$ cat config.mk
export PLATFORM = sky130hd
export DESIGN_NAME = to_ram_xfer_ctrl_flat
export DESIGN_NICKNAME = d
export VERILOG_FILES = /design/src/rtl/to_ram_xfer_if.sv /design/src/rtl/to_ram_xfer_ctrl.sv /design/src/flat_wrapper.sv
export SDC_FILE = /design/constraint.sdc
export NUM_CORES = 1
export LEC_CHECK = 0
export CAP_MARGIN = 20
export CORE_UTILIZATION = 45
export CTS_CLUSTER_DIAMETER = 50
export DETAILED_ROUTE_END_ITERATION = 16
export GPL_TIMING_DRIVEN = 1
export PLACE_DENSITY = 0.78
export SYNTH_ARGS = -nofsm -noshare
export SYNTH_HDL_FRONTEND = slang
export SYNTH_SLANG_ARGS = --single-unit
$ cat constraint.sdc
create_clock -name clk_clk -period 3 [get_ports clk_clk]
set_clock_uncertainty 0.15 [all_clocks]
set_input_delay 0.6 -clock clk_clk [delete_from_list [all_inputs] [get_ports clk_clk]]
set_output_delay 0.6 -clock clk_clk [all_outputs]
set_load 0.01 [all_outputs]
$ cat src/rtl/to_ram_xfer_if.sv
// Bundle of HPS control/status, upstream event FIFO and SoC FIFO-read signals
// for the to_ram transfer sequencer. master = sequencer side.
interface to_ram_xfer_if;
    logic [31:0] ctrl_from_hps;
    logic [31:0] status_to_hps;
    logic        ram_enable;
    logic [31:0] ev_data;
    logic        ev_empty;
    logic        ev_rdreq;
    logic [31:0] fifo_data_event;
    logic        fifo_data_empty;
    logic        fifo_data_ack;

    modport master (
        input  ctrl_from_hps, ev_data, ev_empty, fifo_data_ack,
        output status_to_hps, ram_enable, ev_rdreq, fifo_data_event, fifo_data_empty
    );

    modport slave (
        output ctrl_from_hps, ev_data, ev_empty, fifo_data_ack,
        input  status_to_hps, ram_enable, ev_rdreq, fifo_data_event, fifo_data_empty
    );
endinterface

$ cat src/rtl/to_ram_xfer_ctrl.sv
// Sequencer for the HPS to_ram event path: tag-handshaked commands, exactly-LEN
// word transfer from a show-ahead FIFO to the SoC read port, stall watchdog.
module to_ram_xfer_ctrl #(
    parameter int unsigned TIMEOUT_CYCLES = 65535,
    parameter int unsigned CNT_W          = 16
) (
    input  logic          clk_clk,
    input  logic          reset_reset_n,
    to_ram_xfer_if.master bus
);
    typedef enum logic [1:0] {IDLE = 2'd0, RUN = 2'd1, DONE = 2'd2, ERROR = 2'd3} state_t;

    state_t           state, state_nxt;
    logic [7:0]       last_tag;
    logic [CNT_W-1:0] len_r, issued, done_cnt;
    logic [31:0]      stall_cnt;
    logic             out_valid;
    logic [31:0]      out_data;
    logic             proto_err, aborted, done_flag;
    logic [1:0]       err_code;
    logic [31:0]      status_r;

    logic             cmd_start, cmd_abort, new_tag, start_acc, tag_latch;
    logic [7:0]       cmd_tag;
    logic [CNT_W-1:0] cmd_len;
    logic             pop, ack_v, ack_bad, last_ack, timeout;

    assign cmd_start = bus.ctrl_from_hps[0];
    assign cmd_abort = bus.ctrl_from_hps[1];
    assign cmd_tag   = bus.ctrl_from_hps[15:8];
    assign cmd_len   = bus.ctrl_from_hps[16 +: CNT_W];
    assign new_tag   = cmd_tag != last_tag;

    // A START arriving mid-RUN is left pending (tag not consumed) until the run ends.
    assign start_acc = !cmd_abort && new_tag && cmd_start && (state != RUN);
    assign tag_latch = new_tag && (cmd_abort || !cmd_start || (state != RUN));

    assign ack_v    = bus.fifo_data_ack && out_valid;
    assign ack_bad  = bus.fifo_data_ack && !out_valid;
    assign pop      = reset_reset_n && !cmd_abort && (state == RUN) && !bus.ev_empty &&
                      (issued < len_r) && (!out_valid || bus.fifo_data_ack);
    assign last_ack = (state == RUN) && ack_v && ((done_cnt + CNT_W'(1)) == len_r);
    assign timeout  = (TIMEOUT_CYCLES != 0) && (state == RUN) && out_valid &&
                      !bus.fifo_data_ack && ((stall_cnt + 32'd1) == TIMEOUT_CYCLES);

    always_ff @(posedge clk_clk) begin
        if (!reset_reset_n) state <= IDLE;
        else                state <= state_nxt;
    end

    always_comb begin
        state_nxt = state;
        if (cmd_abort) begin
            state_nxt = IDLE;
        end else begin
            case (state)
                RUN: begin
                    if (timeout)       state_nxt = ERROR;
                    else if (last_ack) state_nxt = DONE;
                end
                default: begin
                    if (start_acc) state_nxt = (cmd_len == '0) ? ERROR : RUN;
                end
            endcase
        end
    end

    always_comb begin
        bus.ram_enable      = (state == RUN);
        bus.ev_rdreq        = pop;
        bus.fifo_data_empty = !out_valid;
        bus.fifo_data_event = out_valid ? out_data : 32'h0;
        bus.status_to_hps   = status_r;
    end

    always_ff @(posedge clk_clk) begin
        if (!reset_reset_n) begin
            last_tag  <= '0;
            len_r     <= '0;
            issued    <= '0;
            done_cnt  <= '0;
            stall_cnt <= '0;
            out_valid <= 1'b0;
            out_data  <= '0;
            proto_err <= 1'b0;
            aborted   <= 1'b0;
            done_flag <= 1'b0;
            err_code  <= 2'd0;
            status_r  <= '0;
        end else begin
            if (tag_latch) last_tag <= cmd_tag;

            if (cmd_abort) begin
                // Any popped-but-unacked word is dropped here.
                out_valid <= 1'b0;
                stall_cnt <= '0;
                aborted   <= 1'b1;
                if (ack_bad) proto_err <= 1'b1;
            end else if (start_acc) begin
                len_r     <= cmd_len;
                issued    <= '0;
                done_cnt  <= '0;
                stall_cnt <= '0;
                out_valid <= 1'b0;
                proto_err <= 1'b0;
                aborted   <= 1'b0;
                done_flag <= 1'b0;
                err_code  <= (cmd_len == '0) ? 2'd1 : 2'd0;
            end else begin
                if (ack_bad) proto_err <= 1'b1;
                if (pop) begin
                    out_data  <= bus.ev_data;
                    out_valid <= 1'b1;
                    issued    <= issued + CNT_W'(1);
                end else if (ack_v) begin
                    out_valid <= 1'b0;
                end
                if (ack_v)    done_cnt  <= done_cnt + CNT_W'(1);
                if (last_ack) done_flag <= 1'b1;
                if (timeout) begin
                    out_valid <= 1'b0;
                    err_code  <= 2'd2;
                end
                stall_cnt <= (!out_valid || bus.fifo_data_ack) ? 32'd0 : stall_cnt + 32'd1;
            end

            status_r <= {16'(done_cnt), last_tag, proto_err, aborted, err_code,
                         done_flag, 1'b0, state};
        end
    end
endmodule

$ cat src/flat_wrapper.sv
// flat-port wrapper written by rule: the top's interface ports become plain ports
module to_ram_xfer_ctrl_flat 
#(
    parameter int unsigned TIMEOUT_CYCLES = 65535,
    parameter int unsigned CNT_W          = 16
)
  (clk_clk, reset_reset_n, bus_ctrl_from_hps, bus_ev_data, bus_ev_empty, bus_fifo_data_ack, bus_status_to_hps, bus_ram_enable, bus_ev_rdreq, bus_fifo_data_event, bus_fifo_data_empty);
  to_ram_xfer_if bus_i ();
  input  logic clk_clk;
  input  logic reset_reset_n;
  input wire logic [$bits(bus_i.ctrl_from_hps)-1:0] bus_ctrl_from_hps;
  input wire logic [$bits(bus_i.ev_data)-1:0] bus_ev_data;
  input wire logic [$bits(bus_i.ev_empty)-1:0] bus_ev_empty;
  input wire logic [$bits(bus_i.fifo_data_ack)-1:0] bus_fifo_data_ack;
  output wire logic [$bits(bus_i.status_to_hps)-1:0] bus_status_to_hps;
  output wire logic [$bits(bus_i.ram_enable)-1:0] bus_ram_enable;
  output wire logic [$bits(bus_i.ev_rdreq)-1:0] bus_ev_rdreq;
  output wire logic [$bits(bus_i.fifo_data_event)-1:0] bus_fifo_data_event;
  output wire logic [$bits(bus_i.fifo_data_empty)-1:0] bus_fifo_data_empty;
  assign bus_i.ctrl_from_hps = bus_ctrl_from_hps;
  assign bus_i.ev_data = bus_ev_data;
  assign bus_i.ev_empty = bus_ev_empty;
  assign bus_i.fifo_data_ack = bus_fifo_data_ack;
  assign bus_status_to_hps = bus_i.status_to_hps;
  assign bus_ram_enable = bus_i.ram_enable;
  assign bus_ev_rdreq = bus_i.ev_rdreq;
  assign bus_fifo_data_event = bus_i.fifo_data_event;
  assign bus_fifo_data_empty = bus_i.fifo_data_empty;
  to_ram_xfer_ctrl #(.TIMEOUT_CYCLES(TIMEOUT_CYCLES), .CNT_W(CNT_W)) u_core (.clk_clk(clk_clk), .reset_reset_n(reset_reset_n), .bus(bus_i));
endmodule
== Yosys cells after proc, flatten, opt, wreduce, memory -nomap -nowiden ==
Index checks and enable logic that the tools add are counted.

* Output and inout port bits: 67
* Word-level logic and storage cells: 91
* Bits of input ports: 68
* Flip-flop bits (word level): 160

* Eq/ne operators: 6
* Magnitude comparators: 1
* Bitwise gates (word level): 3
* Reduce and logical (&&, ||, !) cells: 42
* Mux-type cells: 22
* $add $sub $neg: 3

{| class="wikitable"
|+ Operators with widths
! operator !! number
|-
| $mux 16 || 4
|-
| $add 16x1->16 const B || 2
|-
| $add 32x1->32 const B || 1
|-
| $eq 32x16->1 const B || 1
|-
| $mux 32 || 1
|-
| $eq 16x16->1 || 1
|-
| $logic_and 1x1->1 || 16
|-
| $logic_not 16->1 || 1
|-
| $lt 16x16->1 || 1
|-
| $mux 2 || 7
|-
| $reduce_bool 2->1 || 7
|-
| $reduce_and 2->1 || 6
|-
| $mux 1 || 10
|-
| $ne 8x8->1 || 1
|-
| $reduce_or 4->1 || 2
|-
| $logic_not 1->1 || 5
|-
| $logic_or 1x1->1 || 3
|-
| $ne 3x1->1 const B || 1
|-
| $not 1->1 || 3
|-
| $reduce_and 3->1 || 1
|-
| $eq 2x1->1 const B || 1
|-
| $ne 2x1->1 const B || 1
|-
| $reduce_or 2->1 || 1
|}

== Longest topological paths before layout ==
* Depth in word-level cells: 8
* Gate-level depth with buffers: 11
* Gate-level depth less buffers: 10

== Least setup slack after synthesis ==
No wires, ideal clock.

* Path kind: register to output
* From: register u_core.len_r[1]
* To: output port bus_ev_rdreq
* Buffers on the path: 2
* Arrival time: 2226 ps
* Cell stages (with the launch flop): 11
* Path slack: 24 ps
* Path through: dfxtp_1 -> inv_1 -> ha_1 -> a21o_1 -> a21o_1 -> a21oi_1 -> o21ai_1 -> a311o_1 -> clkbuf_1 -> nor2_1 -> buf_1

* Word-level cells in the longest chain between the ends: 3

{| class="wikitable"
|+ RTL lines
! element !! line !! source
|-
| from (decl) || to_ram_xfer_ctrl.sv:15 || <nowiki>logic [CNT_W-1:0] len_r, issued, done_cnt;</nowiki>
|-
| from (signal assigned) || to_ram_xfer_ctrl.sv:100 || <nowiki>len_r <= cmd_len;</nowiki>
|-
| $lt 16x16->1 || to_ram_xfer_ctrl.sv:41 || <nowiki>(issued < len_r) && (!out_valid || bus.fifo_data_ack);</nowiki>
|-
| $logic_and 1x1->1 || to_ram_xfer_ctrl.sv:40 || <nowiki>assign pop = reset_reset_n && !cmd_abort && (state == RUN) && !bus.ev_empty &&</nowiki>
|-
| $logic_and 1x1->1 || to_ram_xfer_ctrl.sv:41 ||
|-
| to (decl) || flat_wrapper.sv:17 || <nowiki>output wire logic [$bits(bus_i.ev_rdreq)-1:0] bus_ev_rdreq;</nowiki>
|}

No other way between the ends.

== Worst setup path in the final report ==
Same ends and word-level chain as after synthesis.

==> flow_summary.yaml <==
cts:
  cts_tree: "done"
  clkTransAtPathRegs_ns: 0.07
  numCtsBuffers: 17
  cts_sinks: 159
  clk_latency_ns: 0.43
  clk_path_buf_depth: 2
  root_buffer: "clkbuf_16"
  htreeDepth: 4
final_layout:
  antenna_cells: 0
  final_cells: 1286
  finalNetCount: 1140
  final_common_cell: "dfxtp_1"
  layout_common_cells: "dfxtp_1, clkdlybuf4s50_1, nor2_1"
  area_growth_pct: 33.4
  drive_gt1_share_pct: 12.7
detailed_routing:
  wire_per_inst_um: 14.9
  ant_nets: 0
  drt_iter0_markers: 486
  vias: 6925
  drc: 0
  drt_wl_total_mm: 19.2
  via_per_inst: 5.38
  dr.pass1.iters: 6
worst_setup_path:
  arrival_ns: 2.23
  endpoint_kind: "primary output"
  crit_top_cell: "a21o_1"
  cp_max_fo: 2
  crit_buf_inv: 2
  crit_type: "reg -> out"
  r2r_start: "u_core.done_cnt[1]"
  max_stage_delay_ns: 0.38
  reg2reg_slack_ns: 0.04
  crit_required_ns: 2.25
  cpMaxStageDelayCell: "a311o_1"
  worstPathCellList: "inv_2 > ha_4 > a21o_1 > a21o_1 > a21oi_2 > o21ai_2 > a311o_1 > nor2_2 > buf_2"
  r2r-end: "u_core.state[1]"
  critical-path-top-delay-family: "compound AO/OA/AOI/OAI gates"
  rr_worst_depth: 9
  worstSetupStartpointType: "flip-flop"
pwr:
  clkPwrFrac_pct: 46.5
  leakagePower_nw: 3.85
  switching_share_pct: 24.6
  peakVddDrop_uv: 415
  p_comb_share_pct: 8.1
  powerDensity_mw_per_mm2: 465
  intPower_mw: 3.57
  seqPwrFrac_pct: 45.4
  switchingPower_mw: 1.17
floorplan:
  core_mm2: 0.0166
  dieArea_mm2: 0.0175
  rows: 47
  initial_utilization_pct: 46.1
  fp.dieW_um: 132
  die_h_um: 132
  io_pins: 135
global_route:
  grt_first_pass_wirelength_mm: 32.4
  grt_max_degree: 59
  antenna_found_initial: 0
  track_usage_pct: 22.8
  overflow: 0
  grt_pass1_vias: 6829
synth:
  yosys_warnings: 0
  synth_edf_count: 0
  async_reset_ff_share_pct: 0
  ys_ff_latch: 159
  synth.distinct_cells: 61
  synthCells: 892
  synth.net_count: 979
  synth-main-ff-cell: "dfxtp_1"
  ys_seq_area_share_pct: 41.7
  syn_area_mm2: 0.00764
  avgSynthCellArea_um2: 8.56
min_path:
  hp-start: "u_core.done_flag"
  hp-class: "reg -> reg"
  min_to: "u_core.bus.status_to_hps[3]"
  min_path_cells: 1
place:
  dp.cells: 1252
  portBuffers: 127
  gp_congestion: 0.879
  post-dp-hpwl_mm: 13.3
timing:
  finalHoldViolations: 0
  post-route-period-util_pct: 99.3
  maxSlewHeadroom_pct: 58.1
  setup_viol: 0
  slew_viol_final: 0
  fmax_mhz: 336
  worst_hold_slack_ns: 0.311
  post-route-min-period_ns: 2.98
  tightestPinTransition_ns: 0.629
  rsz0062_at_grt: "true"
status:
  status: "finished, final reports clean"
run:
  max-cap-violations: 0
stage by stage:
step                worst slack [ns]  cell area (um^2)  TNS, ns  total power [mW]  util, %
finish                        0.0217             10200        0              4.74     61.4
global route                  -0.107             10200   -0.107              4.92     61.4
floorplan                     0.0243              7640        0              2.38        -
global placement              -0.102              9510   -0.168              2.57     57.3
detailed placement           -0.0946              9510   -0.182              2.57     57.3
CTS                          0.00490             10100        0              4.77     61.0
worst max-delay path by stage:
stage / cells after the start / slack (ns) / end / from
global route: 9 / -0.11 / bus_ev_rdreq / u_core.len_r[1]
floorplan: 10 / 0.02 / bus_ev_rdreq / u_core.len_r[1]
detailed placement: 7 / -0.09 / bus_ev_rdreq / reset_reset_n
finish: 9 / 0.02 / bus_ev_rdreq / u_core.len_r[1]
CTS: 9 / 0.005 / bus_ev_rdreq / u_core.len_r[1]
global placement: 7 / -0.10 / bus_ev_rdreq / reset_reset_n
cell type report:
type / instances / area, um^2
multi-input cells: 651 / 4200
repair buffers: 196 / 1810
inverters: 28 / 105
flip-flops and latches: 159 / 3190
clock buffers: 17 / 425
fillers: 1412 / 6400
clock inverters: 15 / 174
well taps: 220 / 275
power groups by stage:
stage / registers, mW / clock network [mW] / logic, mW
2_1_floorplan: 2.20 / 0 / 0.176
3_3_place_gp: 2.20 / 0 / 0.365
3_5_place_dp: 2.20 / 0 / 0.371
4_1_cts: 2.15 / 2.24 / 0.375
5_1_grt: 2.16 / 2.35 / 0.413
6_report: 2.15 / 2.21 / 0.382
worst register-to-register path, stage by stage (launching register included):
cell       delay, ns
dfxtp_4         0.36
ha_2            0.17
and4_4          0.25
nand4_1         0.12
xnor2_1         0.24
o2111ai_1       0.13
or4_1           0.53
or4b_4          0.58
and3_4          0.19
mux2i_1         0.12
sequential cells by signal, summed over array words and instances (netlist names):
register	cells
u_core.len_r	16
u_core.done_cnt	16
u_core.out_data	32
u_core.state	2
u_core.issued	16
u_core.stall_cnt	32
u_core.bus.status_to_hps	31
u_core.out_valid	1
u_core.err_code	2
u_core.proto_err	1
u_core.done_flag	1
u_core.aborted	1
u_core.last_tag	8
per-layer routing:
| metal | share of wire, % | wire, um | global-route usage, % | vias to the layer above |
|---|---|---|---|---|
| met5 | 0 | 0 | 0 | - |
| met3 | 7.1 | 1370 | 6.27 | 41 |
| met1 | 46 | 8820 | 29.4 | 3199 |
| met2 | 44 | 8510 | 35.8 | 249 |
| li1 | - | - | - | 3436 |
| met4 | 2.5 | 473 | 9.58 | 0 |
logic make-up after synthesis:
family,after synthesis,share of synthesized area (%)
other cells,1,0.0491
xor+xnor,71,8.32
mux,28,3.67
fa+ha+maj,19,3.11
compound gates,154,12.3
simple gates,378,26.6
flops,159,41.7
buf+inv,82,4.28
cell usage after synthesis (all sizes together), types with 2 or more instances:
master   instances  area (um^2)
a21o             5         37.5
a21oi           49          245
a221o            9         90.1
a2bb2oi          2         17.5
a31oi            3         18.8
and2            71          445
and3            19          126
and4             9         78.8
buf              8         48.8
clkbuf          46          173
dfxtp          159         3180
ha              19          238
inv             28          105
mux2i           28          280
nand2           44          165
nand2b           6         37.5
nand3           59          308
nand4           19          119
nor2            86          323
nor2b           12         75.1
nor3            19          106
nor4            14         93.8
nor4b            6         52.6
o211ai           3         22.5
o21a             3         22.5
o21ai           56          280
o31ai           10         75.1
or2              2         12.5
or3              6         37.5
or4              3         22.5
xnor2           54          473
xor2            16          140
repair_timing:
action	in CTS	in global routing
endpoints found under the setup margin	2	4
buffers inserted	0	2
resized for setup	8	18
pin swaps	3	9
hold buffers	0	0
hold endpoints to repair	0	0
Note: power is estimated with default switching activity, not from simulation.
